$ cat config.mk
export PLATFORM = sky130hd
export DESIGN_NAME = sd_spi_engine
export DESIGN_NICKNAME = d
export VERILOG_FILES = /design/src/rtl/sd_spi_engine.sv
export SDC_FILE = /design/constraint.sdc
export NUM_CORES = 1
export LEC_CHECK = 0
export ABC_AREA = 1
export ABC_CLOCK_PERIOD_IN_PS = 4990
export CAP_MARGIN = 10
export CORE_MARGIN = 4
export CORE_UTILIZATION = 50
export DETAILED_ROUTE_END_ITERATION = 8
export PLACE_DENSITY = 0.7
export SLEW_MARGIN = 25
export SYNTH_ARGS = -nofsm -noshare
export SYNTH_HDL_FRONTEND = slang
export SYNTH_SLANG_ARGS = --single-unit
$ cat constraint.sdc
create_clock -name clock_50_i -period 4.99 [get_ports clock_50_i]
set_clock_uncertainty 0.2 [all_clocks]
set_input_delay 0.7485 -clock clock_50_i [delete_from_list [all_inputs] [get_ports clock_50_i]]
set_output_delay 0.7485 -clock clock_50_i [all_outputs]
set_load 0.005 [all_outputs]
$ cat src/rtl/sd_spi_engine.sv
// sd_spi_engine
//   SPI mode-0 master for the SD card socket. Accepts a byte stream over a
//   valid/ready handshake, shifts it out MSB first with programmable slow/fast
//   clock dividers, and stores received bytes in an RX FIFO drained by the
//   68K read decoder. Back-to-back bytes run with no idle gap.
// Ports
//   clock_50_i, reset_i        system clock, async active-high reset
//   tx_data_i/valid_i/ready_o  byte stream in (tx_ready_o is combinational)
//   rx_data_o/pop_i/empty_o    RX FIFO head (combinational), pop, empty flag
//   rx_count_o, rx_ovf_o       FIFO fill level, sticky overflow flag
//   ovf_clr_i                  clears rx_ovf_o
//   high_speed_i               divider select, sampled at byte start
//   cs_sel_i, cs_assert_i      chip-select target, applied between bytes
//   lock_i                     card locked: no new transfers, all CS high
//   busy_o                     byte in flight
//   spi_clk_o/mosi_o/miso_i    SPI pins, spi_cs_n_o active-low selects
module sd_spi_engine #(
    parameter int unsigned SLOW_DIV   = 30,
    parameter int unsigned FAST_DIV   = 1,
    parameter int unsigned DIV_W      = 5,
    parameter int unsigned NUM_CS     = 2,
    parameter int unsigned FIFO_DEPTH = 16,
    localparam int unsigned CS_W  = (NUM_CS > 1) ? $clog2(NUM_CS) : 1,
    localparam int unsigned PTR_W = $clog2(FIFO_DEPTH),
    localparam int unsigned CNT_W = PTR_W + 1
) (
    input  logic              clock_50_i,
    input  logic              reset_i,
    input  logic [7:0]        tx_data_i,
    input  logic              tx_valid_i,
    output logic              tx_ready_o,
    output logic [7:0]        rx_data_o,
    input  logic              rx_pop_i,
    output logic              rx_empty_o,
    output logic [CNT_W-1:0]  rx_count_o,
    output logic              rx_ovf_o,
    input  logic              ovf_clr_i,
    input  logic              high_speed_i,
    input  logic [CS_W-1:0]   cs_sel_i,
    input  logic              cs_assert_i,
    input  logic              lock_i,
    output logic              busy_o,
    output logic              spi_clk_o,
    output logic              spi_mosi_o,
    input  logic              spi_miso_i,
    output logic [NUM_CS-1:0] spi_cs_n_o
);

    localparam logic [1:0] S_IDLE = 2'd0;
    localparam logic [1:0] S_LOW  = 2'd1;
    localparam logic [1:0] S_HIGH = 2'd2;

    logic [1:0]        state_q, state_d;
    logic [DIV_W-1:0]  cnt_q, cnt_d;
    logic [DIV_W-1:0]  div_q, div_d;
    logic [2:0]        bit_q, bit_d;
    logic [7:0]        sh_q, sh_d;
    logic              sclk_q, sclk_d;
    logic              mosi_q, mosi_d;
    logic              busy_q, busy_d;
    logic [NUM_CS-1:0] cs_n_q, cs_n_d;
    logic [PTR_W-1:0]  wr_ptr_q, wr_ptr_d;
    logic [PTR_W-1:0]  rd_ptr_q, rd_ptr_d;
    logic [CNT_W-1:0]  count_q, count_d;
    logic              empty_q;
    logic              ovf_q, ovf_d;
    logic [7:0]        mem_q [FIFO_DEPTH];

    logic              tx_ready_c;
    logic              start_c;
    logic              push_c;
    logic              pop_c;
    logic              full_c;
    logic              wr_en_c;
    logic              ovf_evt_c;
    logic [NUM_CS-1:0] cs_tgt_c;

    // Chip-select pattern requested right now; at most one bit low.
    always_comb begin
        cs_tgt_c = '1;
        for (int unsigned i = 0; i < NUM_CS; i++) begin
            if (cs_assert_i && !lock_i && (cs_sel_i == CS_W'(i))) begin
                cs_tgt_c[i] = 1'b0;
            end
        end
    end

    // Next-state logic. One shift register carries TX bits out of its MSB
    // and collects MISO into its LSB, so after 8 rising edges it holds the
    // received byte.
    always_comb begin
        state_d    = state_q;
        cnt_d      = cnt_q;
        div_d      = div_q;
        bit_d      = bit_q;
        sh_d       = sh_q;
        sclk_d     = sclk_q;
        mosi_d     = mosi_q;
        cs_n_d     = cs_n_q;
        tx_ready_c = 1'b0;
        start_c    = 1'b0;
        push_c     = 1'b0;
        case (state_q)
            S_IDLE: begin
                tx_ready_c = !lock_i;
                cs_n_d     = cs_tgt_c;
                start_c    = tx_valid_i && !lock_i;
            end
            S_LOW: begin
                if (cnt_q == div_q) begin
                    cnt_d   = '0;
                    sclk_d  = 1'b1;
                    sh_d    = {sh_q[6:0], spi_miso_i};
                    state_d = S_HIGH;
                end else begin
                    cnt_d = cnt_q + DIV_W'(1);
                end
            end
            S_HIGH: begin
                if (cnt_q == div_q) begin
                    cnt_d  = '0;
                    sclk_d = 1'b0;
                    if (bit_q != 3'd7) begin
                        mosi_d  = sh_q[7];
                        bit_d   = bit_q + 3'd1;
                        state_d = S_LOW;
                    end else begin
                        // Byte boundary: store RX byte, apply deferred CS, maybe restart.
                        push_c = 1'b1;
                        cs_n_d = cs_tgt_c;
                        if (tx_valid_i && !lock_i) begin
                            tx_ready_c = 1'b1;
                            start_c    = 1'b1;
                        end else begin
                            mosi_d  = 1'b1;
                            state_d = S_IDLE;
                        end
                    end
                end else begin
                    cnt_d = cnt_q + DIV_W'(1);
                end
            end
            default: begin
                state_d = S_IDLE;
            end
        endcase
        if (start_c) begin
            sh_d    = tx_data_i;
            mosi_d  = tx_data_i[7];
            bit_d   = 3'd0;
            cnt_d   = '0;
            div_d   = high_speed_i ? DIV_W'(FAST_DIV) : DIV_W'(SLOW_DIV);
            state_d = S_LOW;
        end
        busy_d = (state_d != S_IDLE);
    end

    // FIFO bookkeeping; a simultaneous pop frees the slot for a push when full.
    always_comb begin
        pop_c     = rx_pop_i && (count_q != '0);
        full_c    = (count_q == CNT_W'(FIFO_DEPTH));
        wr_en_c   = push_c && (!full_c || pop_c);
        ovf_evt_c = push_c && full_c && !pop_c;
        wr_ptr_d  = wr_en_c ? wr_ptr_q + PTR_W'(1) : wr_ptr_q;
        rd_ptr_d  = pop_c ? rd_ptr_q + PTR_W'(1) : rd_ptr_q;
        count_d   = count_q + CNT_W'(wr_en_c) - CNT_W'(pop_c);
        ovf_d     = ovf_evt_c ? 1'b1 : (ovf_clr_i ? 1'b0 : ovf_q);
    end

    always_ff @(posedge clock_50_i or posedge reset_i) begin
        if (reset_i) begin
            state_q  <= S_IDLE;
            cnt_q    <= '0;
            div_q    <= '0;
            bit_q    <= '0;
            sh_q     <= '0;
            sclk_q   <= 1'b0;
            mosi_q   <= 1'b1;
            busy_q   <= 1'b0;
            cs_n_q   <= '1;
            wr_ptr_q <= '0;
            rd_ptr_q <= '0;
            count_q  <= '0;
            empty_q  <= 1'b1;
            ovf_q    <= 1'b0;
        end else begin
            state_q  <= state_d;
            cnt_q    <= cnt_d;
            div_q    <= div_d;
            bit_q    <= bit_d;
            sh_q     <= sh_d;
            sclk_q   <= sclk_d;
            mosi_q   <= mosi_d;
            busy_q   <= busy_d;
            cs_n_q   <= cs_n_d;
            wr_ptr_q <= wr_ptr_d;
            rd_ptr_q <= rd_ptr_d;
            count_q  <= count_d;
            empty_q  <= (count_d == '0);
            ovf_q    <= ovf_d;
        end
    end

    // FIFO storage needs no reset; only entries below count_q are ever read.
    always_ff @(posedge clock_50_i) begin
        if (wr_en_c) begin
            mem_q[wr_ptr_q] <= sh_q;
        end
    end

    assign tx_ready_o = tx_ready_c && !reset_i;
    assign rx_data_o  = mem_q[rd_ptr_q];
    assign rx_empty_o = empty_q;
    assign rx_count_o = count_q;
    assign rx_ovf_o   = ovf_q;
    assign busy_o     = busy_q;
    assign spi_clk_o  = sclk_q;
    assign spi_mosi_o = mosi_q;
    assign spi_cs_n_o = cs_n_q;

endmodule

==> flow_summary.ini, run 1 <==
[outcome]
outcome = finished, final reports clean

[timing]
fmax_mhz = 269
drv_slew = 0
grt_setup_unrepaired = false
worst_hold_slack_ns = 0.290
setup_tns_ns = 0
setup_ws_ns = 1.27
relSlewSlack_pct = 44.1
fin_crit_ns = 3.72
period_share_pct = 74.5
worst_pin_slew_ns = 0.835
setup_viol = 0
finalHoldViolCount = 0

[global_route]
grtUsageTotal_pct = 20.4
grt.overflow.total = 0
antenna_found_initial = 0
grt_pass1_vias = 4956
grt_pass1_wl_mm = 25.9
grt_max_degree = 67

[die]
die_w_um = 129
dieArea_mm2 = 0.0167
num_rows = 44
pin_count = 39
die_h_um = 129
coreArea_mm2 = 0.0145
initial_core_util_pct = 50.8

[clock_tree]
cts.sinks = 168
cts-hold-fix-buffers = 0
clk_pin_slew_worst_paths_ns = 0.06
cts_resized = 0
cts-root-buf = clkbuf_16
cts_htree_levels = 4
numCtsBuffers = 17
cts_tree = built
cts.path.max_buffers = 2
clock_latency_ns = 0.43
cts_setup_buffers = 0

[setup_path]
cp.arrival_ns = 2.77
critical_path_required_ns = 4.04
path_max_fanout = 30
critPathKind = register to primary output
cp-end-kind = primary output
start_kind = register
slowest_delay_ns = 0.50
crit_chain = inv_2 > buf_4 > nor2_1 > nor2_1 > o21ai_0 > o211ai_1 > o211ai_1 > nand2_1 > clkdlybuf4s50_1
critPathSlowestCell = clkdlybuf4s50_1

[synth]
syn_nets = 705
seq_area_frac_synth_pct = 65.9
ys_warn_count = 0
ys_ff_latch = 168
syn_avg_cell_area_um2 = 11.0
synth.distinct_cells = 35
syn_inst = 669
synth_area_mm2 = 0.00736

[final_layout]
diodes = 0
drive_gt1_share_pct = 7.68
fin_area_mm2 = 0.00845
nets = 739
area_delta_synth_final_pct = 14.8
final_cell_mix = nor2_1, edfxtp_1, nand2_1, o21ai_0, clkdlybuf4s50_1
final_common_cell = nor2_1

[routing]
final_antenna_net_count = 0
num_vias = 5006
routed_via_density = 5.56
route.detailed.wl_per_inst_um = 17.9
drc = 0
first_iter_violations = 540
first_pass_iters = 5
wirelength_mm = 16.1

[power]
vdd_drop_max_mv = 0.333
p_leak_nw = 3.17
p_per_area_mw_per_mm2 = 600
p_total_mw = 5.07

[place]
dpl_worst_slack_ns = 1.56
port_buffers = 38
place.gp.congestion = 0.878
dpl.hpwl_mm = 9.94
dpl_cell_area_mm2 = 0.00786

[job]
maxCapViolCount = 0

[min_path]
hold_path.class = register to register
==> area by class of cell <==
cell class	count	area [µm²]
sequential	168	4850
clock inverter	12	138
inverter	39	146
fill	1165	6030
clock buffer	20	447
tap	184	230
timing repair buffer	44	425
multi-input combinational	433	2210
==> stage by stage <==
stage	utilization, %	cells
4_1_cts	58.3	900
6_report	58.3	900
2_1_floorplan	-	669
3_3_place_gp	54.3	868
3_5_place_dp	54.3	868
5_1_grt	58.3	900
==> layer usage <==
layer | up-vias | routed length (µm) | track usage (%)
met5 | - | 0 | 0
li1 | 2373 | - | -
met2 | 176 | 8160 | 33.8
met3 | 37 | 782 | 4.00
met4 | 0 | 415 | 8.09
met1 | 2420 | 6720 | 26.5
==> power by group <==
| group | switching (mW) | internal, mW | total, mW |
|---|---|---|---|
| clock network | 0.545 | 0.757 | 1.30 |
| registers | 0.293 | 1.80 | 2.09 |
| logic | 1.03 | 0.642 | 1.67 |
| total | 1.87 | 3.20 | 5.07 |
==> critical path: cells and delay by family, from the launching register on <==
family / cells / cell delay (ns)
buffers and inverters: 3 / 1.29
AO/OA/AOI/OAI: 3 / 0.40
flip-flops: 1 / 0.38
AND/OR/NAND/NOR: 3 / 0.27
==> synthesized netlist by cell type, drive strengths merged <==
library cell	instances	share of area, %
a21oi	7	0.48
a31oi	2	0.17
buf	13	1.2
clkbuf	16	0.82
clkinv	2	0.10
dfrtp	36	12
dfstp	4	1.4
edfxtp	128	52
fa	1	0.27
ha	17	2.9
inv	37	1.9
nand2	95	5.2
nand3	25	1.8
nand4	6	0.68
nor2	149	7.7
nor3	1	0.068
nor4	1	0.085
o211ai	32	3.3
o21a	1	0.10
o21ai	81	5.5
o22ai	1	0.085
xnor2	3	0.46
xor2	11	1.3
==> logic make-up after synthesis <==
group                      share of synthesized area (%)
and+or+nand+nor                                     15.5
DFF                                                 65.9
AOI/OAI and AO/OA                                   9.61
buffers and inverters                               4.05
adders and majority gates                           3.16
xor gates and xnor gates                            1.77
==> state kept, by name, summed over array words and instances, names as in the netlist, 2 cells and up <==
name,flops
mem_q,128
sh_q,8
cnt_q,5
rx_count_o,5
rd_ptr_q,4
wr_ptr_q,4
bit_q,3
div_q,2
spi_cs_n_o,2
state_q,2
==> worst paths after layout <==
check | startpoint | to | slack (ns) | cells after the start
worst min register to register | cnt_q[4]$_DFFE_PP0P_ | cnt_q[4]$_DFFE_PP0P_ | 0.29 | 2
min in group asynchronous | reset_i | bit_q[2]$_DFFE_PP0P_ | 0.57 | 2
worst min-delay path | cnt_q[4]$_DFFE_PP0P_ | cnt_q[4]$_DFFE_PP0P_ | 0.29 | 2
max in group asynchronous | reset_i | cnt_q[3]$_DFFE_PP0P_ | 3.42 | 3
worst max register to register | state_q[0]$_DFF_PP0_ | rx_empty_o$_DFF_PP1_ | 1.76 | 13
worst max-delay path | rd_ptr_q[0]$_DFFE_PP0N_ | rx_data_o[4] | 1.27 | 9
No activity file was read; power rests on OpenSTA's default activity.
==> inputs of run 2 (changes only) <==
ABC_CLOCK_PERIOD_IN_PS = 3800   (was 4990)
clock period = 3.8 ns   (was 4.99 ns; I/O delays follow)
==> run 2 against run 1 <==
  * Register-to-register slack got worse by 1.2 ns
  * Setup slack got worse by 0.84 ns
  * Sequential power rose by 32%
  * Critical endpoint is now rx_data_o[6]
==> flow_summary.ini, run 2 (synthesis gave the netlist of run 1 again) <==
[die]
initial_core_util_pct = 50.8
die_w_um = 129
pin_count = 39
die_h_um = 129
coreArea_mm2 = 0.0145
num_rows = 44
dieArea_mm2 = 0.0167

[job]
maxCapViolCount = 0

[final_layout]
final_core_util_pct = 58.7
fin_area_mm2 = 0.00850
nets = 742
drive_gt1_share_pct = 8.21
fill_cells = 1166
reg_top3 = mem_q x128, sh_q x8
max_flop_register = mem_q
final_cell_mix = nor2_1, edfxtp_1, nand2_1, o21ai_0, clkdlybuf4s50_1
diodes = 0
largest_register_ffs = 128
area_delta_synth_final_pct = 15.5
register_area_mm2 = 0.00485
final_common_cell = nor2_1
multi_input_area_mm2 = 0.00221

[routing]
wirelength_mm = 15.6
route.detailed.wl_per_inst_um = 17.3
first_iter_violations = 502
routed_via_density = 5.55
drc = 0
first_pass_iters = 5
num_vias = 5011
final_antenna_net_count = 0

[timing]
period_share_pct = 88.7
relSlewSlack_pct = 40.7
drv_slew = 0
fmax_mhz = 297
setup_tns_ns = 0
setup_viol = 0
worst_pin_slew_ns = 0.888
grt_setup_unrepaired = false
finalHoldViolCount = 0
fin_crit_ns = 3.37

[clock_tree]
numCtsBuffers = 17
clock_latency_ns = 0.43
clk_pin_slew_worst_paths_ns = 0.07
cts_tree = built
cts-hold-fix-buffers = 0
cts-root-buf = clkbuf_16
cts_resized = 0
cts_htree_levels = 4
cts.sinks = 168
cts.path.max_buffers = 2
cts_setup_buffers = 0

[setup_path]
critPathKind = register to primary output
path_max_fanout = 29
regToRegEndpoint = rx_empty_o$_DFF_PP1_
start_kind = register
cp.arrival_ns = 2.60
r2r_cells = 13
r2r-start = state_q[0]$_DFF_PP0_
cp-end-kind = primary output
critical_path_required_ns = 3.03
rrSetupSlack_ns = 0.60

[global_route]
antenna_found_initial = 0
grt_pass1_vias = 4904
grt_pass1_wl_mm = 25.0
grt.overflow.total = 0
grtUsageTotal_pct = 19.8
grt_max_degree = 67

[place]
dpl.hpwl_mm = 9.93
dpl_cell_area_mm2 = 0.00790
port_buffers = 38
place.gp.congestion = 0.840

[min_path]
min_from = cnt_q[4]$_DFFE_PP0P_
holdPathStages = 2
hold-path-endpoint = cnt_q[4]$_DFFE_PP0P_
hold_path.class = register to register

[power]
p_int_mw = 4.23
switching_share_pct = 36.9
combPwrFrac_pct = 33.0
p_per_area_mw_per_mm2 = 790
p_switching_mw = 2.48
clockPowerShare_pct = 26.0
p_leak_nw = 3.20
vdd_drop_max_mv = 0.419
power_frac_seq_pct = 41.0
p_total_mw = 6.71

[outcome]
outcome = finished, final reports clean
## run 2: critical path, cell delays in order (launching register included)
cell and delay, ns:
dfrtp_1 0.39, inv_2 0.40, buf_12 0.25, nor2_1 0.06, nor2_1 0.07, o21ai_0 0.09, o211ai_1 0.12, o211ai_1 0.16
nand2_1 0.11, clkdlybuf4s50_1 0.51
## run 2: worst max-delay path by stage
stage               slack [ns]                    to  cells past startpoint               startpoint
floorplan                 1.00  rx_empty_o$_DFF_PP1_                     15     state_q[0]$_DFF_PP0_
global placement          0.68  rx_empty_o$_DFF_PP1_                     12                 rx_pop_i
detailed placement        0.58  rx_empty_o$_DFF_PP1_                     12                 rx_pop_i
CTS                       0.39          rx_data_o[2]                      7  rd_ptr_q[0]$_DFFE_PP0N_
global route              0.23          rx_data_o[4]                      9  rd_ptr_q[0]$_DFFE_PP0N_
finish                    0.43          rx_data_o[6]                      9  rd_ptr_q[0]$_DFFE_PP0N_
## run 2: stage by stage
step                setup slack, ns  hold slack (ns)  instances
floorplan                      1.00            0.249        669
finish                        0.428            0.285        903
global placement              0.680            0.268        871
detailed placement            0.582            0.270        871
CTS                           0.390            0.288        903
global route                  0.229            0.315        903
## run 2: power groups by stage
stage | sequential (mW) | clock [mW] | combinational (mW)
global placement | 2.77 | 0 | 2.15
detailed placement | 2.78 | 0 | 2.21
CTS | 2.75 | 1.76 | 2.22
finish | 2.75 | 1.74 | 2.22
floorplan | 2.61 | 0 | 1.46
global route | 2.79 | 1.85 | 2.48
## run 2: layer usage
metal,GRT usage [%],up-vias,share of wire [%]
met2,31.6,171,50
li1,-,2377,-
met1,25.7,2431,42
met4,8.89,0,2.8
met5,0,-,0
met3,4.86,32,5.3
## run 2: final cells by class
type / instances / area share [%]
sequential: 168 / 57.1
multi-input combinational: 433 / 26.0
timing repair buffer: 47 / 5.42
clock buffer: 18 / 5.17
tap: 184 / 2.71
clock inverter: 14 / 1.91
inverter: 39 / 1.72
==> inputs of run 3 (changes only) <==
ABC_CLOCK_PERIOD_IN_PS = 3700   (was 3800)
clock period = 3.7 ns   (was 3.8 ns; I/O delays follow)
==> run 3 against run 2 <==
  * Sequential power grew 4%
  * Flip-flop and latch count stayed put
  * Highest routed layer unchanged
  * Total power is 2.7% higher
  * Critical path depth fell by 3
  * Clock power up 2%
==> flow_summary.ini, run 3 (synthesis gave the netlist of run 1 again) <==
[setup_path]
cp-endpoint = rx_data_o[6]
path_max_fanout = 66
cp.arrival_ns = 2.56
start_kind = register
critPathKind = register to primary output
timing.critical_path.from = rd_ptr_q[0]$_DFFE_PP0N_
rrSetupSlack_ns = 0.55
r2r_cells = 13
cp-end-kind = primary output
critical_path_required_ns = 2.94
r2r-start = state_q[0]$_DFF_PP0_
regToRegEndpoint = rx_empty_o$_DFF_PP1_

[clock_tree]
numCtsBuffers = 17
clock_latency_ns = 0.42
clk_pin_slew_worst_paths_ns = 0.06
cts_resized = 0
cts-hold-fix-buffers = 0
cts.path.max_buffers = 2
cts_setup_buffers = 0
cts.sinks = 168
cts_tree = built
cts_htree_levels = 4
cts-root-buf = clkbuf_16

[die]
die_h_um = 129
coreArea_mm2 = 0.0145
initial_core_util_pct = 50.8
dieArea_mm2 = 0.0167
pin_count = 39
die_w_um = 129
num_rows = 44

[power]
vdd_drop_max_mv = 0.528
p_leak_nw = 3.21
p_per_area_mw_per_mm2 = 809

[timing]
period_share_pct = 89.7
relSlewSlack_pct = 48.1
setup_ws_ns = 0.382
drv_slew = 0
setup_tns_ns = 0
finalHoldViolCount = 0
setup_viol = 0
fin_crit_ns = 3.32
grt_setup_unrepaired = false
worst_pin_slew_ns = 0.776
fmax_mhz = 301

[routing]
num_vias = 4987
drc = 0
final_antenna_net_count = 0
wirelength_mm = 15.7
first_pass_iters = 5
routed_via_density = 5.50
route.detailed.wl_per_inst_um = 17.4
first_iter_violations = 390

[job]
maxCapViolCount = 0

[min_path]
hold_path.class = register to register
holdPathStages = 2

[global_route]
grt_pass1_wl_mm = 25.6
grt.overflow.total = 0
grt_pass1_vias = 4951
grtUsageTotal_pct = 20.2
antenna_found_initial = 0
grt_max_degree = 67

[final_layout]
multi_input_area_mm2 = 0.00221
largest_register_ffs = 128
area_delta_synth_final_pct = 15.9
nets = 745
final_cell_mix = nor2_1, edfxtp_1, nand2_1, o21ai_0, clkdlybuf4s50_1
max_flop_register = mem_q
reg_top3 = mem_q x128, sh_q x8
final_common_cell = nor2_1
register_area_mm2 = 0.00485
fill_cells = 1172
diodes = 0
drive_gt1_share_pct = 8.59

[place]
dpl_worst_slack_ns = 0.499
dpl.hpwl_mm = 10.2
port_buffers = 38
place.gp.congestion = 0.808

[outcome]
outcome = finished, final reports clean
-- run 3: critical path, stage by stage, from the launching register on --
cell             delay (ns)
dfrtp_1                0.36
buf_4                  0.50
o21ai_0                0.19
o21ai_0                0.29
o211ai_1               0.18
nand2_1                0.11
clkdlybuf4s50_1        0.50
-- run 3: area by class of cell --
cell class                 count  share of cell area, %
clock buffer                  18                   5.15
inverter                      39                   1.72
tap                          184                   2.70
clock inverter                14                   1.94
timing repair buffer          50                   5.67
multi-input combinational    433                   25.9
sequential                   168                   56.9
-- run 3: power breakdown --
group / leakage [nW] / internal, mW / switching [mW] / total (mW)
logic: 1.30 / 0.888 / 1.38 / 2.26
registers: 1.63 / 2.43 / 0.422 / 2.85
clock network: 0.280 / 1.03 / 0.753 / 1.78
total: 3.21 / 4.34 / 2.55 / 6.90
-- run 3: worst min-delay path by stage --
| stage | slack (ns) | end | startpoint |
|---|---|---|---|
| 3_5_place_dp | 0.28 | cnt_q[4]$_DFFE_PP0P_ | cnt_q[4]$_DFFE_PP0P_ |
| 4_1_cts | 0.30 | cnt_q[4]$_DFFE_PP0P_ | cnt_q[4]$_DFFE_PP0P_ |
| 5_1_grt | 0.32 | cnt_q[4]$_DFFE_PP0P_ | cnt_q[4]$_DFFE_PP0P_ |
| 6_report | 0.30 | spi_mosi_o$_DFFE_PP1P_ | spi_mosi_o$_DFFE_PP1P_ |
| 2_1_floorplan | 0.25 | cnt_q[4]$_DFFE_PP0P_ | cnt_q[4]$_DFFE_PP0P_ |
| 3_3_place_gp | 0.27 | cnt_q[4]$_DFFE_PP0P_ | cnt_q[4]$_DFFE_PP0P_ |
-- run 3: routing by layer --
layer	vias to the layer above	share of wire [%]	GRT usage, %
met5	-	0	0
li1	2383	-	-
met3	29	4.2	3.71
met2	142	51	33.0
met4	0	2.3	8.89
met1	2433	43	26.5
-- run 3: through the flow --
step	total power, mW	instances	utilization [%]	hold slack [ns]	area, µm²
final	6.90	906	58.9	0.295	8520
after global routing	7.34	906	58.9	0.316	8520
after CTS	6.93	906	58.9	0.296	8520
after detailed placement	5.15	874	54.7	0.275	7920
after global placement	5.06	874	54.7	0.272	7920
after floorplan	4.18	669	-	0.249	7360
